File: src/rtl/angle_hist_buf.sv
// angle_hist_buf: circular history of angle samples with NUM_RD registered lag lookups
module angle_hist_buf #(
  parameter int DATA_W = 13,
  parameter int DEPTH  = 256,
  parameter int ADDR_W = $clog2(DEPTH),
  parameter int NUM_RD = 2
) (
  input  logic                         clk,
  input  logic                         rst_n,
  input  logic                         frame_start,
  input  logic                         in_valid,
  input  logic [DATA_W-1:0]            in_data,
  output logic                         buf_valid,
  output logic [ADDR_W-1:0]            wr_ptr,
  output logic [ADDR_W:0]              fill_cnt,
  output logic                         full,
  input  logic [NUM_RD-1:0]            rd_req,
  input  logic [NUM_RD*(ADDR_W+1)-1:0] rd_lag,
  output logic [NUM_RD-1:0]            rd_valid,
  output logic [NUM_RD-1:0]            rd_hit,
  output logic [NUM_RD*DATA_W-1:0]     rd_data
);
  localparam int LW = ADDR_W + 1;
  logic [DATA_W-1:0] mem [DEPTH];
  logic [ADDR_W-1:0] ptr_base;
  logic [ADDR_W:0]   cnt_base;
  logic [ADDR_W:0]   lag  [NUM_RD];
  logic [ADDR_W-1:0] addr [NUM_RD];
  logic [NUM_RD-1:0] hit;
  // A frame restart rebases pointer and count before the same-cycle write is applied
  assign ptr_base = frame_start ? '0 : wr_ptr;
  assign cnt_base = frame_start ? '0 : fill_cnt;
  assign full     = fill_cnt == LW'(DEPTH);
  // Lookups use start-of-cycle pointer and count so a same-edge write stays invisible
  always_comb begin
    for (int k = 0; k < NUM_RD; k++) begin
      lag[k]  = rd_lag[k*LW +: LW];
      addr[k] = wr_ptr - lag[k][ADDR_W-1:0];
      hit[k]  = rd_req[k] && lag[k] != '0 && lag[k] <= fill_cnt;
    end
  end
  // Pointer and saturating fill count; both hold when no sample arrives
  always_ff @(posedge clk or negedge rst_n) begin
    if (!rst_n) begin
      wr_ptr    <= '0;
      fill_cnt  <= '0;
      buf_valid <= 1'b0;
    end else begin
      wr_ptr    <= in_valid ? ptr_base + ADDR_W'(1) : ptr_base;
      fill_cnt  <= in_valid && cnt_base != LW'(DEPTH) ? cnt_base + LW'(1) : cnt_base;
      buf_valid <= in_valid;
    end
  end
  // Sample storage is deliberately left unreset
  always_ff @(posedge clk) begin
    if (in_valid) mem[ptr_base] <= in_data;
  end
  // Registered read ports; misses return zero rather than stale data
  always_ff @(posedge clk or negedge rst_n) begin
    if (!rst_n) begin
      rd_valid <= '0;
      rd_hit   <= '0;
      rd_data  <= '0;
    end else begin
      rd_valid <= rd_req;
      rd_hit   <= hit;
      for (int k = 0; k < NUM_RD; k++) rd_data[k*DATA_W +: DATA_W] <= hit[k] ? mem[addr[k]] : '0;
    end
  end
endmodule
File: config.mk
export PLATFORM = sky130hd
export DESIGN_NAME = angle_hist_buf
export DESIGN_NICKNAME = d
export VERILOG_FILES = /design/src/rtl/angle_hist_buf.sv
export SDC_FILE = /design/constraint.sdc
export NUM_CORES = 2
export LEC_CHECK = 0
export CORE_UTILIZATION = 64
export DETAILED_ROUTE_END_ITERATION = 12
export PLACE_DENSITY_LB_ADDON = 0.1
export SLEW_MARGIN = 20
export SYNTH_ARGS = -nofsm -noshare
export SYNTH_HDL_FRONTEND = slang
export SYNTH_SLANG_ARGS = --single-unit
File: constraint.sdc
create_clock -name clk -period 4.35 [get_ports clk]
set_input_delay 0.87 -clock clk [delete_from_list [all_inputs] [get_ports clk]]
set_output_delay 0.87 -clock clk [all_outputs]
set_load 0.02 [all_outputs]
==> reports/results.txt <==
GRT Total Usage - 41.2%
Worst Hold Class - in -> reg
Root Buffer - clkbuf_16
DPL Wire Length - 326 mm
sequential share of the synthesized area - 64.3%
worst rel slew slack - 14.7%
CTS buffer count - 356
setup slack after layout - -0.0793 ns
f_max - 226 MHz
gr ovfl total - 0
drt via density - 7.73
# fillers - 12900
DP Area - 0.172 mm^2
run status - complete, but fails checks
Core Rows - 181
failing checks - setup timing
Nets - 8638
WP data arrival - 5.18 ns
VDD IR max - 0.000401 V
final hold vios - 0
startpoint class of the critical path - flip-flop
routed len/inst - 42.0 um
Synth area leader - edfxtp_1
CTS tree - yes
top_reg_cell synth - edfxtp_1
Net Count, Synth - 7476
Tot Pwr - 0.0910 W
share of cells above drive strength 1 - 44.0%
top-area cell type share of the netlist area - 63.5%
input/output buffers - 85
# IOs - 86
RSZ-0062 raised after global routing - yes
TritonCTS Sinks - 3376
Worst Path Required - 5.10 ns
number of synthesized register bits - 3376
crit end category - flip-flop
hold depth - 1
Max H-tree Level - 5
core area - 0.244 mm^2
Final period util - 102%
cell area after layout - 0.184 mm^2
Setup-failing EPs final - 8
Area growth syn-to-layout - 17.2%
Chip Width - 498 um
overall routed net length - 506 mm
Die H - 498 um
Die ar. - 0.248 mm^2
global-route wire length before repair - 704 mm
Slew Limit Fails - 0
largest net degree at the start of global routing - 139
post-synth cell types - 68
Crit Path Class - reg -> reg
clock slew at reported path FFs - 0.06 ns
power per cell area - 494 mW/mm^2
Via Count - 93100
Final ANT Viol Nets - 0
Final min period - 4.43 ns
clk buf depth - 4
Post-route DRC - 0
antenna violations before repair - 38
1st-pass router iterations - 7
top cells by area, synth - edfxtp_1, mux4_2, mux2i_1, nand2_1, nor2_1
Initial Util - 64.5%
gp weighted congestion - 0.991
Syn. warnings - 0
cells after synthesis - 7397
Worst Path Max Fanout - 19
fraction of registers with async set/reset - 1.42%
clock skew - 0.0749 ns
Synth Cell Area - 0.157 mm^2
Post-synth EDFFs - 3328
r2r worst-path depth - 12
post-synthesis area per instance - 21.3 um^2
Slew @ Worst Pin - 1.28 ns
leakage power - 60.2 nW
setup TNS - -0.247 ns
drt first-iter violations - 15200
Place WS - -1.24 ns
number of global-route vias before repair - 93700
Skew-Pair Late Insertion Delay - 1.03 ns
max cap viols - 0
kinds of logic (layout without fill, tap and decap cells):
group,count (synthesis),in the layout,synth area share [%]
DFF,3376,3376,64.3
muxes,2150,2150,29.5
and+or+nand+nor,899,899,2.47
buffers and inverters,622,2048,1.89
AOI/OAI and AO/OA,280,280,1.36
adders and majority gates,42,42,0.344
xor gates and xnor gates,28,28,0.161
other,0,18,0
worst paths after layout:
| kind | startpoint | end | slack, ns |
|---|---|---|---|
| setup / recovery | wr_ptr[0]$_DFF_PN0_ | rd_data[22]$_DFF_PN0_ | -0.08 |
| hold / removal | in_data[1] | mem[207][1]$_DFFE_PP_ | 0.35 |
| setup reg to reg | wr_ptr[0]$_DFF_PN0_ | rd_data[22]$_DFF_PN0_ | -0.08 |
| hold reg to reg | fill_cnt[3]$_DFF_PN0_ | fill_cnt[3]$_DFF_PN0_ | 0.71 |
| max in group asynchronous | rst_n | rd_data[10]$_DFF_PN0_ | 2.87 |
| min in group asynchronous | rst_n | rd_data[18]$_DFF_PN0_ | 0.52 |
area by class of cell:
type | count | area, um^2 | share of cell area [%]
antenna | 18 | 45.0 | 0.0244
clock buffer | 436 | 9390 | 5.09
clock inverter | 186 | 1920 | 1.04
inverter | 37 | 139 | 0.0754
multi-input combinational | 3399 | 53600 | 29.1
sequential | 3376 | 101000 | 54.9
tap | 3202 | 4010 | 2.17
timing repair buffer | 1389 | 14000 | 7.60
through the flow:
| stage | util, % | instances | hold WS [ns] |
|---|---|---|---|
| after floorplan | - | 7397 | 0.574 |
| after global placement | 70.6 | 11400 | 0.687 |
| after detailed placement | 70.6 | 11400 | 0.694 |
| after CTS | 75.3 | 12000 | 0.314 |
| after global routing | 75.6 | 12000 | 0.345 |
| final | 75.6 | 12000 | 0.348 |
synthesized netlist by cell type, types with 13 or more instances:
cell and number:
and3_1 30, nor4_1 15, mux4_2 1983, inv_1 37
buf_1 51, clkbuf_1 256, o2111ai_1 16, dfrtp_1 48
or4_1 14, edfxtp_1 3328, nor2b_1 14, a32oi_1 39
mux2_2 18, nor3_1 42, a31oi_1 13, nand2_1 333
mux2i_1 149, o22ai_1 18, a21oi_1 43, nor2_1 331
nand3_1 51, a221oi_1 25, xnor2_1 19, o211ai_1 38
buf_2 206, ha_1 40, buf_4 43, nand4_1 38
o221ai_1 13, buf_6 28
sequential cells by signal, indices dropped and copies added, names as in the netlist:
| name | flops |
|---|---|
| rd_hit | 2 |
| rd_data | 26 |
| wr_ptr | 8 |
| buf_valid | 1 |
| mem | 3328 |
| rd_valid | 2 |
| fill_cnt | 9 |
cell usage in the layout (no fill, tap or decap), types with 12 or more instances in the layout:
cell / count
edfxtp_1: 3328
mux4_2: 1983
buf_4: 1038
clkbuf_16: 370
nor2_1: 328
nand2_1: 316
buf_12: 233
mux2i_1: 140
clkdlybuf4s50_1: 71
clkbuf_1: 70
clkinv_1: 69
clkinv_2: 55
nand3_1: 51
dfrtp_1: 48
a21oi_1: 40
nand4_1: 38
o211ai_1: 38
bufinv_16: 38
nor3_1: 37
ha_1: 37
inv_1: 36
a32oi_1: 35
and3_1: 24
a221oi_1: 23
diode_2: 18
o22ai_1: 18
nand2_2: 18
mux2_2: 18
clkbuf_8: 16
nor2b_1: 14
nor4_1: 14
xnor2_1: 14
or4_1: 13
a31oi_1: 13
buf_6: 13
o2111ai_1: 12
a2111o_1: 12
o22a_1: 12
worst max-delay path, stage by stage (launching register included):
cell	delay [ns]
dfrtp_1	0.37
inv_2	0.07
buf_4	0.16
ha_4	0.16
fa_4	0.91
buf_12	0.21
buf_12	0.25
buf_4	0.25
mux4_2	0.40
mux4_2	0.54
nor2_1	0.42
a2111o_1	0.19
o211ai_1	0.25
per-layer routing:
layer  vias up  part of all wire (%)  track usage, %
met1     48600                    32            54.2
met5         -                 0.070               0
met4        42                   7.2            24.5
met2      8080                    46            61.8
met3      1626                    15            12.3
li1      34800                     -               -
power by group:
group	internal [W]	switching (W)	total (W)
sequential	0.0358	0.0000946	0.0359
combinational	0.0121	0.0129	0.0250
clock	0.0175	0.0126	0.0302
total	0.0654	0.0256	0.0910
repair_timing:
action	in CTS	in global routing
pin swaps	1	10
setup buffers	0	30
gates cloned	2	7
endpoints found under the hold margin	22	0
gates resized for setup	27	49
hold buffers	1	0
setup endpoints to repair	12	22
Note: power is estimated with default switching activity, not from simulation.
